[src/rtl/lcd12864_pkg.sv]
// Shared types and constants for the ST7920 128x64 graphic-mode refresh controller.
package lcd12864_pkg;

    typedef enum logic [2:0] {
        ST_PWR_WAIT,
        ST_INIT,
        ST_IDLE,
        ST_SET_Y,
        ST_SET_X,
        ST_DATA,
        ST_DONE
    } state_e;

    // ST7920 command bytes used during init and addressing
    localparam logic [7:0] CMD_BASIC   = 8'h30;
    localparam logic [7:0] CMD_DISP_ON = 8'h0C;
    localparam logic [7:0] CMD_CLEAR   = 8'h01;
    localparam logic [7:0] CMD_ENTRY   = 8'h06;
    localparam logic [7:0] CMD_EXT     = 8'h34;
    localparam logic [7:0] CMD_GFX_ON  = 8'h36;
    localparam logic [7:0] CMD_ADDR    = 8'h80;

    // Panel / framebuffer geometry
    localparam int GD_LINES          = 32;
    localparam int GD_BYTES_PER_LINE = 32;
    localparam int FB_BYTES          = 1024;

    // Slot index constants shared by the init and data phases
    localparam logic [4:0] IDX_INIT_LAST = 5'd6;
    localparam logic [4:0] IDX_CLR       = 5'd3;
    localparam logic [4:0] IDX_DATA_LAST = 5'(GD_BYTES_PER_LINE - 1);
    localparam logic [4:0] LINE_MAX      = 5'(GD_LINES - 1);

    // Init command sequence, indexed by slot number 0..6
    function automatic logic [7:0] init_cmd(input logic [2:0] idx);
        case (idx)
            3'd0, 3'd1: init_cmd = CMD_BASIC;
            3'd2:       init_cmd = CMD_DISP_ON;
            3'd3:       init_cmd = CMD_CLEAR;
            3'd4:       init_cmd = CMD_ENTRY;
            3'd5:       init_cmd = CMD_EXT;
            default:    init_cmd = CMD_GFX_ON;
        endcase
    endfunction

endpackage

[src/rtl/lcd12864_bus_slot.sv]
// Bus slot timer: a slot begins the cycle after `go`, lasts CMD_CYCLES
// (or CLR_CYCLES when `long_slot`), and produces a registered lcd_en pulse
// from count EN_SETUP for EN_WIDTH cycles. `slot_end` marks the last cycle.
module lcd12864_bus_slot #(
    parameter int CMD_CYCLES = 3600,
    parameter int EN_SETUP   = 4,
    parameter int EN_WIDTH   = 25,
    parameter int CLR_CYCLES = 80000
) (
    input  logic clk,
    input  logic rst_n,
    input  logic go,
    input  logic long_slot,
    output logic slot_end,
    output logic lcd_en
);
    localparam int MAXC = (CLR_CYCLES > CMD_CYCLES) ? CLR_CYCLES : CMD_CYCLES;
    localparam int CW   = $clog2(MAXC);
    localparam logic [CW-1:0] CMD_LAST = CW'(CMD_CYCLES - 1);
    localparam logic [CW-1:0] CLR_LAST = CW'(CLR_CYCLES - 1);
    localparam logic [CW-1:0] EN_ON    = CW'(EN_SETUP);
    localparam logic [CW-1:0] EN_OFF   = CW'(EN_SETUP + EN_WIDTH);

    logic [CW-1:0] cnt_q, cnt_d;
    logic          active_q, active_d;
    logic          long_q, long_d;
    logic          en_q, en_d;

    assign slot_end = active_q && (cnt_q == (long_q ? CLR_LAST : CMD_LAST));
    assign lcd_en   = en_q;

    // Next slot count; enable is decoded from the next count so it is glitch-free
    always_comb begin
        cnt_d    = cnt_q;
        active_d = active_q;
        long_d   = long_q;
        if (go) begin
            cnt_d    = '0;
            active_d = 1'b1;
            long_d   = long_slot;
        end else if (slot_end) begin
            cnt_d    = '0;
            active_d = 1'b0;
        end else if (active_q) begin
            cnt_d = cnt_q + 1'b1;
        end
        en_d = active_d && (cnt_d >= EN_ON) && (cnt_d < EN_OFF);
    end

    // Slot timer state
    always_ff @(posedge clk or negedge rst_n) begin
        if (!rst_n) begin
            cnt_q    <= '0;
            active_q <= 1'b0;
            long_q   <= 1'b0;
            en_q     <= 1'b0;
        end else begin
            cnt_q    <= cnt_d;
            active_q <= active_d;
            long_q   <= long_d;
            en_q     <= en_d;
        end
    end

endmodule

[src/rtl/lcd12864_gfx_refresh.sv]
// ST7920 128x64 graphic-mode controller (8-bit parallel, write-only).
// Power-on wait, init sequence, then framebuffer -> GDRAM copy per line range.
// Optional build macro LCD12864_AUTO_REFRESH_EN: continuous full-screen refresh.
module lcd12864_gfx_refresh
    import lcd12864_pkg::*;
#(
    parameter int CMD_CYCLES = 3600,
    parameter int EN_SETUP   = 4,
    parameter int EN_WIDTH   = 25,
    parameter int CLR_CYCLES = 80000,
    parameter int PWR_CYCLES = 2000000
) (
    input  logic       clk,
    input  logic       rst_n,
    input  logic       start,
    input  logic [4:0] line_first,
    input  logic [4:0] line_last,
    output logic       busy,
    output logic       init_done,
    output logic       frame_done,
    output logic       fb_rd_en,
    output logic [9:0] fb_addr,
    input  logic [7:0] fb_data,
    output logic       lcd_rs,
    output logic       lcd_rw,
    output logic       lcd_en,
    output logic [7:0] lcd_dat
);
    localparam int PW = $clog2(PWR_CYCLES + 1);
    localparam logic [PW-1:0] PWR_LAST = PW'(PWR_CYCLES - 1);

    state_e        state_q, state_d;
    logic [PW-1:0] pwr_cnt_q, pwr_cnt_d;
    logic [4:0]    idx_q, idx_d;
    logic [4:0]    line_q, line_d;
    logic [4:0]    last_q, last_d;
    logic          rs_q, rd_en_q, rd_dly_q, init_done_q, fdone_q;
    logic [7:0]    dat_q;
    logic [9:0]    addr_q;

    logic          go, go_long, go_rs, go_rd;
    logic [7:0]    go_cmd;
    logic [9:0]    go_addr;
    logic          launch;
    logic [4:0]    launch_y, launch_last;
    logic          init_set, fdone_set;
    logic          slot_end;

    lcd12864_bus_slot #(
        .CMD_CYCLES(CMD_CYCLES),
        .EN_SETUP  (EN_SETUP),
        .EN_WIDTH  (EN_WIDTH),
        .CLR_CYCLES(CLR_CYCLES)
    ) u_slot (
        .clk      (clk),
        .rst_n    (rst_n),
        .go       (go),
        .long_slot(go_long),
        .slot_end (slot_end),
        .lcd_en   (lcd_en)
    );

    assign init_done  = init_done_q;
    assign frame_done = fdone_q;
    assign fb_rd_en   = rd_en_q;
    assign fb_addr    = addr_q;
    assign lcd_rs     = rs_q;
    assign lcd_rw     = 1'b0;
    assign lcd_dat    = dat_q;

`ifdef LCD12864_AUTO_REFRESH_EN
    logic unused_auto;
    assign unused_auto = ^{start, line_first, line_last};
    assign busy = 1'b1;
`else
    assign busy = (state_q != ST_IDLE) && (state_q != ST_DONE);
`endif

    // Sequencer: each state owns the slot currently on the bus; the next slot is
    // launched in the slot_end cycle so slots run back-to-back with no gap
    always_comb begin
        state_d     = state_q;
        pwr_cnt_d   = pwr_cnt_q;
        idx_d       = idx_q;
        line_d      = line_q;
        last_d      = last_q;
        go          = 1'b0;
        go_long     = 1'b0;
        go_rs       = 1'b0;
        go_rd       = 1'b0;
        go_cmd      = '0;
        go_addr     = '0;
        launch      = 1'b0;
        launch_y    = '0;
        launch_last = '0;
        init_set    = 1'b0;
        fdone_set   = 1'b0;
        case (state_q)
            ST_PWR_WAIT: begin
                if (pwr_cnt_q == PWR_LAST) begin
                    go      = 1'b1;
                    go_cmd  = init_cmd(3'd0);
                    idx_d   = '0;
                    state_d = ST_INIT;
                end else begin
                    pwr_cnt_d = pwr_cnt_q + 1'b1;
                end
            end
            ST_INIT: begin
                if (slot_end) begin
                    if (idx_q == IDX_INIT_LAST) begin
                        init_set = 1'b1;
`ifdef LCD12864_AUTO_REFRESH_EN
                        launch      = 1'b1;
                        launch_y    = '0;
                        launch_last = LINE_MAX;
`else
                        state_d = ST_IDLE;
`endif
                    end else begin
                        idx_d   = idx_q + 1'b1;
                        go      = 1'b1;
                        go_cmd  = init_cmd(idx_d[2:0]);
                        go_long = (idx_d == IDX_CLR);
                    end
                end
            end
            ST_IDLE: begin
`ifndef LCD12864_AUTO_REFRESH_EN
                if (start) begin
                    if (line_first > line_last) begin
                        fdone_set = 1'b1;
                        state_d   = ST_DONE;
                    end else begin
                        launch      = 1'b1;
                        launch_y    = line_first;
                        launch_last = line_last;
                    end
                end
`endif
            end
            ST_SET_Y: begin
                if (slot_end) begin
                    go      = 1'b1;
                    go_cmd  = CMD_ADDR;
                    state_d = ST_SET_X;
                end
            end
            ST_SET_X: begin
                if (slot_end) begin
                    go      = 1'b1;
                    go_rs   = 1'b1;
                    go_rd   = 1'b1;
                    idx_d   = '0;
                    go_addr = {1'b0, line_q, 4'h0};
                    state_d = ST_DATA;
                end
            end
            ST_DATA: begin
                if (slot_end) begin
                    if (idx_q == IDX_DATA_LAST) begin
                        // Compare before increment so line 31 never wraps
                        if (line_q == last_q) begin
                            fdone_set = 1'b1;
`ifdef LCD12864_AUTO_REFRESH_EN
                            launch      = 1'b1;
                            launch_y    = '0;
                            launch_last = LINE_MAX;
`else
                            state_d = ST_DONE;
`endif
                        end else begin
                            launch      = 1'b1;
                            launch_y    = line_q + 1'b1;
                            launch_last = last_q;
                        end
                    end else begin
                        // Bytes 16..31 of a GDRAM line come from the lower half (row y+32)
                        idx_d   = idx_q + 1'b1;
                        go      = 1'b1;
                        go_rs   = 1'b1;
                        go_rd   = 1'b1;
                        go_addr = {idx_d[4], line_q, idx_d[3:0]};
                    end
                end
            end
            ST_DONE: state_d = ST_IDLE;
            default: state_d = ST_PWR_WAIT;
        endcase
        if (launch) begin
            go      = 1'b1;
            go_cmd  = CMD_ADDR | {3'b000, launch_y};
            line_d  = launch_y;
            last_d  = launch_last;
            state_d = ST_SET_Y;
        end
    end

    // Control state registers
    always_ff @(posedge clk or negedge rst_n) begin
        if (!rst_n) begin
            state_q     <= ST_PWR_WAIT;
            pwr_cnt_q   <= '0;
            idx_q       <= '0;
            line_q      <= '0;
            last_q      <= '0;
            init_done_q <= 1'b0;
            fdone_q     <= 1'b0;
        end else begin
            state_q     <= state_d;
            pwr_cnt_q   <= pwr_cnt_d;
            idx_q       <= idx_d;
            line_q      <= line_d;
            last_q      <= last_d;
            init_done_q <= init_done_q | init_set;
            fdone_q     <= fdone_set;
        end
    end

    // Bus datapath: rs/command and read strobe at slot start, read data lands one cycle later
    always_ff @(posedge clk or negedge rst_n) begin
        if (!rst_n) begin
            rs_q     <= 1'b0;
            dat_q    <= '0;
            rd_en_q  <= 1'b0;
            rd_dly_q <= 1'b0;
            addr_q   <= '0;
        end else begin
            rd_en_q  <= go && go_rd;
            rd_dly_q <= rd_en_q;
            if (go) begin
                rs_q <= go_rs;
                if (go_rd) begin
                    addr_q <= go_addr;
                end else begin
                    dat_q <= go_cmd;
                end
            end
            if (rd_dly_q) begin
                dat_q <= fb_data;
            end
        end
    end

endmodule

[config.mk]
export PLATFORM = sky130hd
export DESIGN_NAME = lcd12864_gfx_refresh
export DESIGN_NICKNAME = d
export VERILOG_FILES = /design/src/rtl/lcd12864_pkg.sv /design/src/rtl/lcd12864_bus_slot.sv /design/src/rtl/lcd12864_gfx_refresh.sv
export SDC_FILE = /design/constraint.sdc
export NUM_CORES = 1
export LEC_CHECK = 0
export CORE_ASPECT_RATIO = 0.7
export CORE_MARGIN = 5
export CORE_UTILIZATION = 50
export DETAILED_ROUTE_END_ITERATION = 8
export PLACE_DENSITY_LB_ADDON = 0.05
export SYNTH_ARGS = -nofsm -noshare
export SYNTH_HDL_FRONTEND = slang
export SYNTH_SLANG_ARGS = --single-unit
[constraint.sdc]
create_clock -name clk -period 3.8 [get_ports clk]
set_input_delay 1.14 -clock clk [delete_from_list [all_inputs] [get_ports clk]]
set_output_delay 1.14 -clock clk [all_outputs]
set_load 0.01 [all_outputs]
==> out/results.txt, run 1 <==
EDFF count, synth - 0
WS Path Type - primary input to flop
TNS Setup - 0 ns
Dominant cell type by area after synthesis - dfrtp_1
CP startpoint kind - primary input
Worst-Margin Slew - 0.684 ns
Setup Skew - 0.00562 ns
Max-cap violation count - 0
Synthesized area per cell - 9.34 µm²
Routability cong. - 0.893
Synth Instances - 512
GRT Resource Usage Total - 20.6%
FP Rows - 29
Post-cts gate resize count - 0
Worst R2R Path Depth - 8
ANT cells - 0
Comb power frac - 3.4%
#FFs+latches synth - 82
Pleak - 2.56 nW
I/O Buffers - 44
Drt pass-1 iters - 4
Slew Limit Fails - 0
P&R area growth vs syn - 17.4%
Sequential area share after synthesis - 42.9%
Yosys warns - 0
Outcome - completed
Clk pwr share - 47.8%
Int Power - 1.42 mW
Vias - 3808
H-tree depth - 3
Total Wirelength - 11400 µm
Die Y - 91.8 µm
Critical path required time - 4.01 ns
Number of remaining DRC errors - 0
Final Hold Fails - 0
Clock Path Buffers - 2
Initial DRC count - 300
CTS tree - done
Hold endpoint - rd_dly_q
Antenna Violating Nets Remaining - 0
Post-DP HPWL - 8300 µm
CTS root buf - clkbuf_16
Die W - 127 µm
RSZ-0062 raised after global routing - false
Vias in the first global route - 3762
Critical Path Fanout Max - 9
Cell area power density - 319 nW/µm²
First-pass GRT wire length - 19200 µm
Clk_lat worst skew - 0.34 ns
Synth top area cells - dfrtp_1, ha_1, nand2_1
Via density per instance - 5.62
Hold path depth - 0
GRT overflow - 0
Total power - 1.79 mW
Tmin final - 3.26 ns
VDD IR max - 193 µV
I/O Pins - 46
Final period utilization - 85.8%
Ys async rst share - 100%
Mapped Area - 4780 µm²
Worst hold start - fb_rd_en
Reg2reg start - u_slot.cnt_q[12]
Fillcell total - 797
Rel. slew slack - 54.1%
CTS Buf Count - 9
Initial antenna violation count - 0
CTS clk-pin slew, worst paths - 0.06 ns
CP Capture Type - flop
WL/cell - 16.8 µm
Largest net degree at the start of global routing - 83
Starting Density - 52.1%
# nets final - 589
Leading register cell type out of synthesis - dfrtp_1
HP Class - flop to flop
NetSw - 365 µW
Crit path DAT - 3.47 ns
Sink Count - 82
Hold Slack - 0.403 ns
Max Freq - 307 MHz
R2R setup slack - 0.79 ns
Hold buffers post-CTS - 0
Syn_nets - 552
Post-CTS setup buffers - 0
Die area - 11700 µm²
Share of cells above drive strength 1 - 8.50%
Flop pwr share - 48.8%
Reg-to-Reg End - lcd_dat[4]
Total core area - 9180 µm²
Switch share - 20.4%
Finish-stage setup viols - 0
Synth cell types - 65
Area fraction of the dominant cell type after synthesis - 42.9%
[critical path, cell delays in order]
cell and delay, ns:
clkdlybuf4s50_1 0.48, inv_1 0.05, ha_1 0.30, and4_1 0.21, a22oi_1 0.29, buf_4 0.20
o21a_1 0.19, a21o_1 0.30, mux2i_1 0.22, o21ai_1 0.07
[final cells by class]
cell class	count	area [µm²]	share of cell area [%]
clock inverters	3	40.0	0.713
flip-flops and latches	82	2050	36.6
well taps	124	155	2.76
multi-input cells	382	2530	45.0
repair buffers	52	510	9.09
inverters	22	82.6	1.47
clock buffers	12	246	4.39
[cells by family (layout without fill, tap and decap cells)]
group	count (synthesis)	in the layout	share of synthesized area, %
and+or+nand+nor	216	216	23.0
AOI/OAI and AO/OA	85	85	13.0
DFF	82	82	42.9
xor gates and xnor gates	50	50	9.16
buffers and inverters	48	89	4.26
adders and majority gates	19	19	4.97
muxes	11	11	2.62
other	1	1	0.0784
[flip-flops by register name (all words and copies together) (netlist names), 3 cells and up]
| name | cells |
|---|---|
| state_q | 3 |
| lcd_dat | 8 |
| last_q | 5 |
| u_slot.cnt_q | 17 |
| line_q | 5 |
| idx_q | 5 |
| fb_addr | 10 |
| pwr_cnt_q | 21 |
[metrics by stage]
step	setup slack [ns]	cell area, µm²	util [%]	std cells
finish	0.540	5610	61.1	677
global route	0.332	5610	61.1	677
CTS	0.550	5610	61.1	677
detailed placement	0.175	5330	58.0	662
global placement	0.249	5330	58.0	662
floorplan	0.737	4780	-	512
[power by group through the flow]
stage / sequential (mW) / combinational (mW) / clock, mW
2_1_floorplan: 0.889 / 0.0134 / 0
3_3_place_gp: 0.889 / 0.0609 / 0
3_5_place_dp: 0.889 / 0.0622 / 0
4_1_cts: 0.873 / 0.0623 / 0.882
5_1_grt: 0.873 / 0.0694 / 0.918
6_report: 0.873 / 0.0608 / 0.854
[worst max-delay path by stage]
stage | startpoint | end | slack, ns | cells after the start
2_1_floorplan | line_last[1] | line_q[3] | 0.74 | 10
6_report | line_last[4] | lcd_dat[7] | 0.54 | 10
4_1_cts | line_last[4] | lcd_dat[4] | 0.55 | 10
5_1_grt | line_last[4] | lcd_dat[7] | 0.33 | 10
3_5_place_dp | line_last[4] | lcd_dat[4] | 0.17 | 10
3_3_place_gp | line_last[4] | lcd_dat[7] | 0.25 | 10
[cell usage after synthesis, types with 4 or more instances]
| library cell | number |
|---|---|
| inv_1 | 22 |
| ha_1 | 19 |
| o21ai_0 | 21 |
| dfrtp_1 | 82 |
| nor4_1 | 5 |
| and3_1 | 15 |
| nand3_1 | 27 |
| nor2_1 | 44 |
| nor2b_1 | 5 |
| xnor2_1 | 24 |
| o31ai_1 | 7 |
| mux2_2 | 8 |
| nand2_1 | 63 |
| o211ai_1 | 4 |
| a22oi_1 | 4 |
| clkbuf_1 | 18 |
| a21oi_1 | 17 |
| xor2_1 | 26 |
| nor3_1 | 17 |
| a21o_1 | 5 |
| nand4_1 | 8 |
[layer usage]
layer,track usage [%],share of wire [%],up-vias
li1,-,-,1869
met1,32.0,53,1820
met2,27.7,40,108
met3,5.92,6.5,11
met4,5.54,1.2,0
met5,0,0,-
[layout by cell type, fill, tap and decap left out, types with 3 or more instances in the layout]
cell and instances:
inv_1 22, xor2_1 26, buf_4 8, mux2_2 8
nand2_1 63, nor2b_1 5, a21oi_1 17, ha_1 19
nor4_1 5, or3_1 3, nand3_1 27, a31oi_1 3
nor3_1 17, dfrtp_1 82, nor4bb_1 3, clkdlybuf4s50_1 43
o21ai_0 21, clkbuf_16 9, nand3b_1 3, nand4_1 8
nor2_1 44, a22oi_1 4, and3_1 15, o31ai_1 7
nor3b_1 3, o31ai_2 3, and4_1 3, a22o_1 3
xnor2_1 24, a21o_1 5, o211ai_1 4
No activity file was read; power rests on OpenSTA's default activity.
==> run 2: changes to the inputs <==
--- a/config.mk
+++ b/config.mk
@@ -5,6 +5,7 @@
 export SDC_FILE = /design/constraint.sdc
 export NUM_CORES = 1
 export LEC_CHECK = 0
+export ABC_CLOCK_PERIOD_IN_PS = 3800
 export CORE_ASPECT_RATIO = 0.7
 export CORE_MARGIN = 5
 export CORE_UTILIZATION = 50
==> results of run 2 <==
Final layout, timing and power as in run 1 (identical DEF).
